$ cat src/rtl/fp_mult_status_gen.sv
// Purpose: status byte generator after the FP multiplier rounding stage, with sticky status and error counter.
// Latency: 2 cycles from in_valid to out_valid, full throughput, results in order.
// Backpressure: none; one result can be accepted every cycle.
module fp_mult_status_gen (
    input  logic        clk,
    input  logic        rst_n,
    input  logic        in_valid,
    input  logic [31:0] z,
    input  logic        inexact_in,
    input  logic        overflow_in,
    input  logic        underflow_in,
    input  logic        nan_in,
    input  logic        sticky_clr,
    output logic        out_valid,
    output logic [7:0]  status,
    output logic [7:0]  sticky_status,
    output logic [7:0]  err_cnt
);

    // Sign of the result never affects any flag; kept only for readability of the port.
    logic unused_sign;
    assign unused_sign = z[31];

    // Stage 1 state: classification of the rounded result plus the raw flags
    logic s1_vld_q, s1_vld_d;
    logic s1_exp_ones_q, s1_exp_ones_d;
    logic s1_mant_zero_q, s1_mant_zero_d;
    logic s1_mag_zero_q, s1_mag_zero_d;
    logic s1_inexact_q, s1_inexact_d;
    logic s1_overflow_q, s1_overflow_d;
    logic s1_underflow_q, s1_underflow_d;
    logic s1_nan_q, s1_nan_d;

    // Stage 2 state: prioritised status byte and the inconsistency indication
    logic       s2_vld_q, s2_vld_d;
    logic [7:0] s2_status_q, s2_status_d;
    logic       s2_incons_q, s2_incons_d;

    // Output state
    logic       out_valid_q, out_valid_d;
    logic [7:0] status_q, status_d;
    logic [7:0] sticky_q, sticky_d;
    logic [7:0] err_cnt_q, err_cnt_d;

    // Stage 1: classify the result fields; data only loads on a valid input
    always_comb begin
        s1_vld_d       = in_valid;
        s1_exp_ones_d  = s1_exp_ones_q;
        s1_mant_zero_d = s1_mant_zero_q;
        s1_mag_zero_d  = s1_mag_zero_q;
        s1_inexact_d   = s1_inexact_q;
        s1_overflow_d  = s1_overflow_q;
        s1_underflow_d = s1_underflow_q;
        s1_nan_d       = s1_nan_q;
        if (in_valid) begin
            s1_exp_ones_d  = (z[30:23] == 8'hFF);
            s1_mant_zero_d = (z[22:0] == 23'd0);
            s1_mag_zero_d  = (z[30:0] == 31'd0);
            s1_inexact_d   = inexact_in;
            s1_overflow_d  = overflow_in;
            s1_underflow_d = underflow_in;
            s1_nan_d       = nan_in;
        end
    end

    // Stage 2: flag priority NaN > huge > inf/zero > tiny so forbidden pairs cannot appear
    always_comb begin
        logic nan_f, huge_f, inf_f, zero_f, tiny_f, inexact_f;
        nan_f     = s1_nan_q | (s1_exp_ones_q & ~s1_mant_zero_q);
        huge_f    = s1_overflow_q & ~nan_f;
        inf_f     = s1_exp_ones_q & s1_mant_zero_q & ~nan_f;
        zero_f    = s1_mag_zero_q & ~nan_f & ~huge_f;
        tiny_f    = s1_underflow_q & ~nan_f & ~huge_f & ~inf_f;
        inexact_f = (s1_inexact_q | huge_f) & ~nan_f;

        s2_vld_d    = s1_vld_q;
        s2_status_d = s2_status_q;
        s2_incons_d = s2_incons_q;
        if (s1_vld_q) begin
            s2_status_d = {2'b00, inexact_f, huge_f, tiny_f, nan_f, inf_f, zero_f};
            s2_incons_d = (s1_overflow_q & s1_underflow_q)
                        | (nan_f & (s1_overflow_q | s1_underflow_q | s1_inexact_q))
                        | (s1_overflow_q & s1_mag_zero_q)
                        | (s1_underflow_q & s1_exp_ones_q);
        end
    end

    // Output stage: emit status, accumulate sticky history and the saturating error count
    always_comb begin
        out_valid_d = s2_vld_q;
        status_d    = status_q;
        sticky_d    = sticky_q;
        err_cnt_d   = err_cnt_q;
        if (s2_vld_q) begin
            status_d = s2_status_q;
            if (sticky_clr) begin
                // Clear drops old history but keeps the result leaving this cycle
                sticky_d  = s2_status_q;
                err_cnt_d = s2_incons_q ? 8'd1 : 8'd0;
            end else begin
                sticky_d = sticky_q | s2_status_q;
                if (s2_incons_q && (err_cnt_q != 8'hFF)) begin
                    err_cnt_d = err_cnt_q + 8'd1;
                end
            end
        end else if (sticky_clr) begin
            sticky_d  = 8'h00;
            err_cnt_d = 8'h00;
        end
    end

    // State registers with synchronous active-low reset; in-flight results are dropped
    always_ff @(posedge clk) begin
        if (!rst_n) begin
            s1_vld_q       <= 1'b0;
            s1_exp_ones_q  <= 1'b0;
            s1_mant_zero_q <= 1'b0;
            s1_mag_zero_q  <= 1'b0;
            s1_inexact_q   <= 1'b0;
            s1_overflow_q  <= 1'b0;
            s1_underflow_q <= 1'b0;
            s1_nan_q       <= 1'b0;
            s2_vld_q       <= 1'b0;
            s2_status_q    <= 8'h00;
            s2_incons_q    <= 1'b0;
            out_valid_q    <= 1'b0;
            status_q       <= 8'h00;
            sticky_q       <= 8'h00;
            err_cnt_q      <= 8'h00;
        end else begin
            s1_vld_q       <= s1_vld_d;
            s1_exp_ones_q  <= s1_exp_ones_d;
            s1_mant_zero_q <= s1_mant_zero_d;
            s1_mag_zero_q  <= s1_mag_zero_d;
            s1_inexact_q   <= s1_inexact_d;
            s1_overflow_q  <= s1_overflow_d;
            s1_underflow_q <= s1_underflow_d;
            s1_nan_q       <= s1_nan_d;
            s2_vld_q       <= s2_vld_d;
            s2_status_q    <= s2_status_d;
            s2_incons_q    <= s2_incons_d;
            out_valid_q    <= out_valid_d;
            status_q       <= status_d;
            sticky_q       <= sticky_d;
            err_cnt_q      <= err_cnt_d;
        end
    end

    assign out_valid     = out_valid_q;
    assign status        = status_q;
    assign sticky_status = sticky_q;
    assign err_cnt       = err_cnt_q;

endmodule

$ cat config.mk
export PLATFORM = sky130hd
export DESIGN_NAME = fp_mult_status_gen
export DESIGN_NICKNAME = d
export VERILOG_FILES = /design/src/rtl/fp_mult_status_gen.sv
export SDC_FILE = /design/constraint.sdc
export NUM_CORES = 1
export LEC_CHECK = 0
export ABC_AREA = 1
export ABC_CLOCK_PERIOD_IN_PS = 1850
export CAP_MARGIN = 20
export CORE_MARGIN = 2
export CORE_UTILIZATION = 43
export CTS_CLUSTER_DIAMETER = 200
export DETAILED_ROUTE_END_ITERATION = 8
export GPL_TIMING_DRIVEN = 0
export PLACE_DENSITY = 0.78
export RECOVER_POWER = 50
export SYNTH_ARGS = -nofsm -noshare
export SYNTH_HDL_FRONTEND = slang
export SYNTH_SLANG_ARGS = --single-unit
$ cat constraint.sdc
create_clock -name clk -period 1.85 [get_ports clk]
set_clock_uncertainty 0.2 [all_clocks]
set_input_delay 0.185 -clock clk [delete_from_list [all_inputs] [get_ports clk]]
set_output_delay 0.185 -clock clk [all_outputs]
set_load 0.005 [all_outputs]
==> results.py, run 1 <==
metrics = {
    "yosys": {
        "synth_area_leaders": "dfxtp_1, nand2_1, nor2_1",
        "synth_fa_ha_area_share_pct": 0.7587,
        "synth_xor_area_share_pct": 0,
        "synthTopCellsByCount": "nand2_1, dfxtp_1, nor2_1",
        "synth_top_family_by_area": "simple AND/OR/NAND/NOR gates",
        "synth_edf_count": 0,
        "yosys_warnings": 0,
        "async_flop_share_pct": 0,
        "muxShareOfSynthArea_pct": 0,
        "yosysSeqAreaShare_pct": 44.92,
        "yosys.area_share.simple_pct": 30.58,
        "synthCells": 234,
        "synth_area_per_cell_um2": 7.047,
        "synth_area_mm2": 0.001649,
        "synth.distinct_cells": 23,
        "post-synth-top-area-cell": "dfxtp_1",
        "synth_most_common_cell": "nand2_1",
        "synth_ff_type": "dfxtp_1",
        "synth_compound_area_share_pct": 13.96,
        "ys_ff_latch": 37,
        "netlist.area_leader.share_pct": 44.92,
    },
    "floorplan": {
        "die_w_um": 65.93,
        "die-area_mm2": 0.004346,
        "ios": 65,
        "placementRows": 22,
        "die_y_um": 65.93,
        "start_util_pct": 45.04,
        "core_mm2": 0.003661,
    },
    "critical_path": {
        "worstPathMaxFanout": 10,
        "cp-start-kind": "flop",
        "crit_arrival_ns": 1.69,
        "end_kind": "flop",
        "path_class": "flop to flop",
        "critPathRequiredTime_ns": 1.84,
    },
    "placement": {
        "gp_congestion": 0.8309,
        "placed_area_mm2": 0.002311,
        "placed_cells": 344,
        "hpwl_mm": 2.838,
        "port_buffers": 59,
    },
    "timing": {
        "layout_min_cycle_time_ns": 1.704,
        "drv_slew": 0,
        "max_freq_ghz": 0.5867,
        "post-route-period-util_pct": 92.13,
        "rsz0062_at_grt": "false",
        "report.final.hold_viol_count": 0,
        "setup_viol": 0,
        "tns_ns": 0,
    },
    "grt": {
        "grt_pass1_vias": 1594,
        "grt_antenna_before_repair": 0,
        "globalRouteTotalUtil_pct": 18.34,
        "grt_pass1_wl_mm": 6.210,
        "grt_max_degree": 12,
        "grt_overflow_total": 0,
    },
    "clock_tree": {
        "cts_tree": "yes",
        "cts_sinks": 37,
        "clk_latency_ns": 0.29,
        "cts_buffer_depth": 2,
        "numCtsBuffers": 5,
        "root_buffer": "clkbuf_8",
        "htree_levels": 2,
        "path_clk_slew_ns": 0.07,
        "cts_hold_buffers": 0,
        "cts_resized": 0,
        "postCtsSetupBuffers": 0,
    },
    "drt": {
        "drc": 0,
        "post_drt_wl_per_cell_um": 10.22,
        "routed_wl_mm": 3.586,
        "vias_per_cell": 4.781,
        "drt_iter0_drc": 88,
        "firstDrtPassIters": 4,
        "ant_nets": 0,
        "num_vias": 1678,
    },
    "pwr": {
        "powerDensity_mw_per_mm2": 698.4,
        "power.total_w": 0.001684,
        "vdd_drop_max_mv": 0.3271,
        "p_leak_nw": 0.9239,
    },
    "flow_run": {
        "drv_cap": 0,
    },
    "final_layout": {
        "final_nets": 344,
        "syn2layout_area_growth_pct": 46.21,
        "layoutNonFillerInstCount": 351,
        "fin_area_mm2": 0.002411,
        "n_antenna_cell": 0,
        "drive_gt1_share_pct": 6.271,
    },
    "outcome": {
        "status": "complete, no violations",
    },
    "hold_path": {
        "hp-class": "primary input to flop",
    },
}
==> where the power goes <==
part	internal, W	total (W)	switching [W]
combinational	0.000110	0.000191	0.0000802
sequential	0.000814	0.000825	0.0000109
clock	0.000392	0.000668	0.000277
==> final cells by class <==
| type | count | area (um2) |
|---|---|---|
| buffer | 9 | 56.30 |
| clock buffer | 5 | 68.82 |
| clock inverter | 2 | 35.03 |
| fill | 348 | 1250 |
| inverter | 26 | 97.59 |
| multi-input combinational | 165 | 762.0 |
| sequential | 37 | 740.7 |
| tap | 48 | 60.06 |
| timing repair buffer | 59 | 590.6 |
==> worst max-delay path, cell delays in order, from the launching register on <==
cell     delay (ns)
dfxtp_1        0.40
ha_1           0.19
nand2_1        0.10
nor2_2         0.12
nand2_1        0.11
nand2_4        0.10
nand2_4        0.06
buf_6          0.14
a21oi_1        0.13
nor2_1         0.06
==> routing by layer <==
metal | track usage [%] | wire (um) | up-vias
li1 | - | - | 881
met1 | 20.09 | 1586 | 728
met2 | 32.95 | 1728 | 64
met3 | 5.281 | 221 | 5
met4 | 7.292 | 50 | 0
met5 | 0 | 0 | -
==> state kept, by name, indices dropped and copies added, names as in the netlist, 6 cells and up <==
register       cells
err_cnt            8
s2_status_q        6
status             6
sticky_status      6
==> final timing paths <==
check	cells past startpoint	slack (ns)	endpoint	start
worst max-delay path	9	0.15	err_cnt[4]	err_cnt[0]
worst min-delay path	3	0.26	s1_vld_q	in_valid
worst max register to register	9	0.15	err_cnt[4]	err_cnt[0]
worst min register to register	2	0.26	s1_inexact_q	s1_inexact_q
==> layout by cell type, fill, tap and decap left out, drive strengths merged <==
cell / count
a211oi: 1
a21oi: 20
buf: 5
bufinv: 1
clkbuf: 9
clkdlybuf4s50: 57
clkinv: 2
conb: 4
dfxtp: 37
dlygate4sd3: 2
ha: 1
inv: 25
nand2: 54
nand3: 17
nand4: 4
nor2: 38
nor3: 2
o21ai: 23
o31ai: 1
==> stage by stage <==
step	setup WS (ns)	hold WS, ns	utilization [%]
after floorplan	0.2967	0.07845	-
after detailed placement	0.09183	0.2451	63.12
final	0.1457	0.2556	65.86
after global routing	0.01355	0.2625	65.86
after global placement	0.1058	0.2411	63.12
after CTS	0.1262	0.2520	65.96
==> cells by family after synthesis <==
| kind of cell | count (synthesis) |
|---|---|
| DFF | 37 |
| adders and majority gates | 1 |
| and+or+nand+nor | 115 |
| buffers and inverters | 35 |
| AOI/OAI and AO/OA | 45 |
| other | 1 |
No activity file was read; power rests on OpenSTA's default activity.
==> inputs of run 2 (changes only) <==
Settings changed: GPL_ROUTABILITY_DRIVEN from default to 0, SLEW_MARGIN from default to 20.
==> results of run 2 <==
Final layout, timing and power as in run 1 (identical DEF).
==> inputs of run 3 (changes only) <==
Settings changed: CTS_CLUSTER_DIAMETER 200 to 50.
==> results of run 3 <==
Final layout, timing and power as in run 1 (identical DEF).
